--- config.mk ---
export PLATFORM = sky130hd
export DESIGN_NAME = rsa_decoder_flat
export DESIGN_NICKNAME = d
export VERILOG_FILES = /design/src/rtl/rsa_decoder_if.sv /design/src/rtl/rsa_decoder.sv /design/src/flat_wrapper.sv
export SDC_FILE = /design/constraint.sdc
export NUM_CORES = 2
export LEC_CHECK = 0
export ABC_AREA = 0
export BUFFER_PORTS_ARGS = -buffer_cell sky130_fd_sc_hd__buf_2
export CORE_UTILIZATION = 35
export CTS_BUF_LIST = sky130_fd_sc_hd__clkbuf_16
export CTS_CLUSTER_DIAMETER = 50
export DETAILED_ROUTE_END_ITERATION = 12
export PLACE_DENSITY_LB_ADDON = 0.2
export SYNTH_ARGS = -nofsm -noshare
export SYNTH_HDL_FRONTEND = slang
export SYNTH_SLANG_ARGS = --single-unit
export TNS_END_PERCENT = 5
--- constraint.sdc ---
create_clock -name clk -period 20.4 [get_ports clk]
set_clock_uncertainty 0.15 [all_clocks]
set_input_delay 4.08 -clock clk [delete_from_list [all_inputs] [get_ports clk]]
set_output_delay 4.08 -clock clk [all_outputs]
set_load 0.05 [all_outputs]
--- src/rtl/rsa_decoder_if.sv ---
// -----------------------------------------------------------------------------
// rsa_decoder_if
// Start/done handshake bundle between a ciphertext source (master) and the
// RSA decoder (slave). Field names match the encoder's handshake, so encoder
// output can drive cipher_data directly in loopback.
// -----------------------------------------------------------------------------
`default_nettype none

interface rsa_decoder_if;
    logic [15:0] cipher_data;
    logic        input_data_ready;
    logic        busy;
    logic        done;
    logic [7:0]  output_data;
    logic        error;

    modport master (
        output cipher_data,
        output input_data_ready,
        input  busy,
        input  done,
        input  output_data,
        input  error
    );

    modport slave (
        input  cipher_data,
        input  input_data_ready,
        output busy,
        output done,
        output output_data,
        output error
    );
endinterface

`default_nettype wire

--- src/rtl/rsa_decoder.sv ---
// -----------------------------------------------------------------------------
// rsa_decoder
// Recovers an 8-bit plaintext from a 16-bit ciphertext, m = c^D mod N, with a
// right-to-left square-and-multiply loop: one MUL and one MOD cycle per
// exponent bit, so latency is fixed regardless of data or exponent value.
// Optional feature macro: RSA_DEC_RANGE_CHECK_EN (reject c >= N with error=1).
// Revision: 1.0
// -----------------------------------------------------------------------------
`default_nettype none

module rsa_decoder #(
    parameter int unsigned MOD_N = 3233,
    parameter int unsigned EXP_D = 2753,
    parameter int unsigned EXP_W = 12
) (
    input  wire logic    clk,
    input  wire logic    rst_n,
    rsa_decoder_if.slave bus
);

    localparam int unsigned IDX_W = (EXP_W > 1) ? $clog2(EXP_W) : 1;
    localparam logic [EXP_W-1:0] EXP_BITS = EXP_D[EXP_W-1:0];
    localparam logic [IDX_W-1:0] LAST_IDX = IDX_W'(EXP_W - 1);
    localparam logic [31:0]      MOD_N32  = 32'(MOD_N);
`ifdef RSA_DEC_RANGE_CHECK_EN
    localparam logic [15:0]      MOD_N16  = 16'(MOD_N);
`endif

    typedef enum logic [2:0] {
        IDLE = 3'd0,
        LOAD = 3'd1,
        MUL  = 3'd2,
        MOD  = 3'd3,
        FIN  = 3'd4
    } state_t;

    state_t           state;
    logic [15:0]      c_reg;
    logic [15:0]      base;
    logic [15:0]      result;
    logic [IDX_W-1:0] bit_idx;
    logic [31:0]      sq;
    logic [31:0]      pr;
    logic             busy_q;
    logic             done_q;
    logic [7:0]       data_q;

    // Both remainders are < N < 2^16, so the 16-bit truncation is lossless.
    logic [15:0] base_next;
    logic [15:0] result_next;
    assign base_next   = 16'(sq % MOD_N32);
    assign result_next = 16'(pr % MOD_N32);

`ifdef RSA_DEC_RANGE_CHECK_EN
    logic error_q;
`endif

    // Controller and datapath: one state step per clock, all outputs registered.
    always_ff @(posedge clk or negedge rst_n) begin
        if (!rst_n) begin
            state   <= IDLE;
            c_reg   <= '0;
            base    <= '0;
            result  <= '0;
            bit_idx <= '0;
            sq      <= '0;
            pr      <= '0;
            busy_q  <= 1'b0;
            done_q  <= 1'b0;
            data_q  <= 8'h00;
`ifdef RSA_DEC_RANGE_CHECK_EN
            error_q <= 1'b0;
`endif
        end else begin
            done_q <= 1'b0;
            case (state)
                IDLE: begin
                    if (bus.input_data_ready) begin
                        c_reg  <= bus.cipher_data;
                        busy_q <= 1'b1;
`ifdef RSA_DEC_RANGE_CHECK_EN
                        if (bus.cipher_data >= MOD_N16) begin
                            // Out-of-range ciphertext skips the exponentiation.
                            state   <= FIN;
                            done_q  <= 1'b1;
                            error_q <= 1'b1;
                            data_q  <= 8'h00;
                        end else begin
                            state <= LOAD;
                        end
`else
                        state <= LOAD;
`endif
                    end
                end
                LOAD: begin
                    base    <= c_reg;
                    result  <= 16'd1;
                    bit_idx <= '0;
`ifdef RSA_DEC_RANGE_CHECK_EN
                    error_q <= 1'b0;
`endif
                    state   <= MUL;
                end
                MUL: begin
                    sq <= {16'h0000, base} * {16'h0000, base};
                    if (EXP_BITS[bit_idx])
                        pr <= {16'h0000, result} * {16'h0000, base};
                    else
                        pr <= {16'h0000, result};
                    state <= MOD;
                end
                MOD: begin
                    base   <= base_next;
                    result <= result_next;
                    if (bit_idx == LAST_IDX) begin
                        // Output captures the final remainder on the FIN entry edge.
                        state  <= FIN;
                        done_q <= 1'b1;
                        data_q <= result_next[7:0];
                    end else begin
                        bit_idx <= bit_idx + IDX_W'(1);
                        state   <= MUL;
                    end
                end
                FIN: begin
                    busy_q <= 1'b0;
                    state  <= IDLE;
                end
                default: begin
                    busy_q <= 1'b0;
                    state  <= IDLE;
                end
            endcase
        end
    end

    assign bus.busy        = busy_q;
    assign bus.done        = done_q;
    assign bus.output_data = data_q;
`ifdef RSA_DEC_RANGE_CHECK_EN
    assign bus.error       = error_q;
`else
    assign bus.error       = 1'b0;
`endif

endmodule

`default_nettype wire
--- src/flat_wrapper.sv ---
// flat-port wrapper written by rule: the top's interface ports become plain ports
module rsa_decoder_flat 
#(
    parameter int unsigned MOD_N = 3233,
    parameter int unsigned EXP_D = 2753,
    parameter int unsigned EXP_W = 12
)
  (clk, rst_n, bus_cipher_data, bus_input_data_ready, bus_busy, bus_done, bus_output_data, bus_error);
  rsa_decoder_if bus_i ();
  input  wire logic clk;
  input  wire logic rst_n;
  input wire logic [$bits(bus_i.cipher_data)-1:0] bus_cipher_data;
  input wire logic [$bits(bus_i.input_data_ready)-1:0] bus_input_data_ready;
  output wire logic [$bits(bus_i.busy)-1:0] bus_busy;
  output wire logic [$bits(bus_i.done)-1:0] bus_done;
  output wire logic [$bits(bus_i.output_data)-1:0] bus_output_data;
  output wire logic [$bits(bus_i.error)-1:0] bus_error;
  assign bus_i.cipher_data = bus_cipher_data;
  assign bus_i.input_data_ready = bus_input_data_ready;
  assign bus_busy = bus_i.busy;
  assign bus_done = bus_i.done;
  assign bus_output_data = bus_i.output_data;
  assign bus_error = bus_i.error;
  rsa_decoder #(.MOD_N(MOD_N), .EXP_D(EXP_D), .EXP_W(EXP_W)) u_core (.clk(clk), .rst_n(rst_n), .bus(bus_i));
endmodule
==> results.py <==
metrics = {
    "setup_path": {
        "cp_data_arrival_time_ps": 21510,
        "required_ps": 20590,
        "crit_type": "reg -> reg",
        "cp_common_cell": "buf_4",
        "cp_slowest_cell": "or4_4",
        "cp-startpoint": "u_core.sq[14]",
        "critPathMaxFanout": 8,
        "ff2ff_path_depth": 95,
        "rr_endpoint": "u_core.base[8]",
        "max_stage_delay_ps": 560,
        "worstSetupEndpoint": "u_core.base[8]",
        "reg2reg_slack_ps": -910,
        "r2r-start": "u_core.sq[14]",
        "crit_path_start_kind": "flip-flop",
        "end_kind": "flip-flop",
    },
    "clock_network": {
        "tritoncts": "built",
        "clock_sinks": 128,
        "cts_buffer_depth": 2,
        "cts_made_buffers": 17,
        "h-tree-depth": 4,
        "clkLatencyLatePin_ps": 490,
        "path_clk_slew_ps": 70,
        "clockRootBuffer": "clkbuf_16",
    },
    "synth": {
        "async_flop_share": 1.00,
        "synth_top_family_by_area": "compound AO/OA/AOI/OAI gates",
        "synth_top_area_share": 0.177,
        "synth_edf_count": 0,
        "synth_compound_area_frac": 0.283,
        "syn_nets": 5821,
        "seq_area_frac_synth": 0.0792,
        "yosys.area_share.xor_xnor": 0.0754,
        "synth_mux_area_frac": 0.0291,
        "ys_ff_latch": 128,
        "synth_fa_ha_area_frac": 0.250,
        "yosys.area.top_type": "fa_1",
        "synthTopCellsByArea": "fa_1 18%, dfrtp_1 7.9%, ha_1 6.7%, nand2_1 5.4%, xnor2_1 5.4%",
        "synth_flop_cell": "dfrtp_1",
        "ys.warnings.count": 0,
        "syn_inst": 5229,
        "yosys.area_share.simple": 0.206,
        "ys_types": 153,
        "syn_avg_cell_area_um2": 7.73,
        "syn_area_um2": 40400,
    },
    "sta": {
        "timing.setup.tns_ps": -21030,
        "period_needed_ps": 21310,
        "finalSetupViolCount": 40,
        "relSlewSlack": 0.247,
        "worstMarginPinSlew_ps": 1130,
        "hold_viol_final": 0,
        "timing.fmax_mhz": 46.9,
        "fin_ws_ps": -912,
        "post-route-period-util": 1.04,
        "finalMaxSlewViolations": 0,
        "rsz0062_at_grt": "yes",
    },
    "global_route": {
        "grt_use_total": 0.223,
        "grt_pass1_wl_mm": 219,
        "grt_pass1_vias": 43900,
        "grt_start_max_net_pins": 82,
        "antenna_found_initial": 0,
        "grt_overflow": 0,
    },
    "route": {
        "vias": 43700,
        "wl_per_cell_um": 16.0,
        "first_pass_iters": 6,
        "drc": 0,
        "first_iter_violations": 2314,
        "routed_wl_mm": 132,
        "drtAntennaViolNets": 0,
        "vias_per_cell": 5.29,
    },
    "finish": {
        "fin_nets": 7325,
        "multi_input_area_um2": 37300,
        "regArea_um2": 3200,
        "largest_reg_flops": 32,
        "diodes": 0,
        "utilization": 0.505,
        "reg.largest.list": "u_core.pr: 32 flops, u_core.sq: 31 flops",
        "nFillCells": 11300,
        "regMostFlops": "u_core.pr",
        "drive_gt1_frac": 0.359,
        "area_delta_synth_final_pct": 43.0,
    },
    "floorplan": {
        "start_util": 0.353,
        "core_area_um2": 115000,
        "io_pins": 30,
        "die_x_um": 342,
        "die_y_um": 342,
        "rows": 124,
        "die-area_um2": 117000,
    },
    "worst_hold_path": {
        "min_path_type": "reg -> reg",
    },
    "run_status": {
        "outcome": "finished with violations",
        "violations": "negative setup slack",
    },
    "placement": {
        "post-dp-hpwl_mm": 105,
        "gp_congestion": 0.899,
        "io_buffer_count": 28,
    },
    "run": {
        "drv_cap": 0,
    },
}
[kinds of logic (layout without fill, tap and decap cells)]
logic type	after synthesis	count (layout)
simple gates	1701	1701
compound gates	1593	1593
buf+inv	761	2278
fa+ha+maj	597	597
xor+xnor	336	336
flops	128	128
mux	112	112
other cells	1	1
[per-layer routing]
metal,track usage,part of all wire,vias to the layer above
met1,0.300,0.46,21300
met3,0.0165,0.030,136
met4,0.0447,0.015,0
met2,0.389,0.49,672
met5,0,0,-
li1,-,-,21600
[timing repair]
action / 4_1_cts / 5_1_grt
gates resized for setup: 116 / 285
endpoints found under the setup margin: 40 / 40
buffers inserted: 22 / 81
hold buffers: 0 / 0
cloned: 0 / 1
pin swaps: 36 / 168
endpoints found under the hold margin: 0 / 0
[cells in the final DEF (no fill, tap or decap), types with 22 or more instances in the layout]
master,netlist,routed
nor3_1,125,101
a21oi_2,10,35
and2_1,190,184
a31oi_1,52,41
dfrtp_1,128,128
mux2i_1,70,59
nand2_1,584,573
xnor2_2,6,29
inv_1,528,528
xor2_1,79,59
nand4_1,29,29
buf_2,23,27
nor2_1,314,292
ha_1,215,212
a21o_1,63,61
and3_1,39,33
o21ai_0,224,201
o211ai_1,68,68
or2_2,37,35
a211oi_2,8,30
o21ai_1,86,81
o21bai_1,56,52
nor4_1,45,28
a22o_1,30,30
o21a_1,59,54
fa_1,358,358
o31a_1,22,22
mux2_2,38,32
nand2b_1,36,32
a211oi_1,67,39
xnor2_1,247,220
o31ai_1,48,40
nand3_1,124,118
nor3_2,7,23
buf_4,24,1676
or3_1,40,28
a21oi_1,324,284
o21ai_2,16,33
[how the worst min path moves through the flow]
stage / startpoint / end / slack, ps / cells after the start
global route: u_core.base[8] / u_core.base[8] / 360 / 2
finish: u_core.base[8] / u_core.base[8] / 340 / 2
global placement: u_core.base[8] / u_core.base[8] / 320 / 2
detailed placement: u_core.base[8] / u_core.base[8] / 330 / 2
floorplan: u_core.c_reg[10] / u_core.c_reg[10] / 320 / 1
CTS: u_core.base[8] / u_core.base[8] / 340 / 2
[critical path: cells and delay by family, from the launching register on]
| family | cells | cell delay [ps] |
|---|---|---|
| AND/OR/NAND/NOR | 19 | 4770 |
| buffers and inverters | 16 | 2590 |
| XOR/XNOR | 4 | 740 |
| AO/OA/AOI/OAI | 52 | 11340 |
| adder cells (fa/ha/maj) | 1 | 340 |
| multiplexers | 3 | 760 |
| flip-flops | 1 | 470 |
[synthesized netlist by cell type, types with 48 or more instances]
library cell and number:
nand2_1 584, mux2i_1 70, dfrtp_1 128, o31ai_1 48, xnor2_1 247, a31oi_1 52, fa_1 358, o21a_1 59
nor3_1 125, o21ai_1 86, o211ai_1 68, inv_1 528, a211oi_1 67, a21o_1 63, xor2_1 79, o21ai_0 224
nand3_1 124, ha_1 215, nor2_1 314, a21oi_1 324, o21bai_1 56, clkbuf_1 151, and2_1 190
[metrics by stage]
step | instances | worst slack, ps | cell area [um^2] | hold WS, ps
after floorplan | 5229 | -774 | 41600 | 323
after global placement | 8122 | -931 | 54400 | 323
after detailed placement | 8122 | -1300 | 54400 | 327
after CTS | 8176 | -654 | 55800 | 344
after global routing | 8258 | -2050 | 57800 | 359
final | 8258 | -912 | 57800 | 341
[layout make-up]
| class | count | area share |
|---|---|---|
| timing repair buffer | 1715 | 0.223 |
| sequential | 128 | 0.0554 |
| tap | 1512 | 0.0327 |
| inverter | 531 | 0.0345 |
| multi-input combinational | 4340 | 0.645 |
| clock inverter | 15 | 0.00244 |
| clock buffer | 17 | 0.00736 |
Power is not shown: default switching activity piles up to over one toggle a cycle in this logic, so the estimate is an artifact.
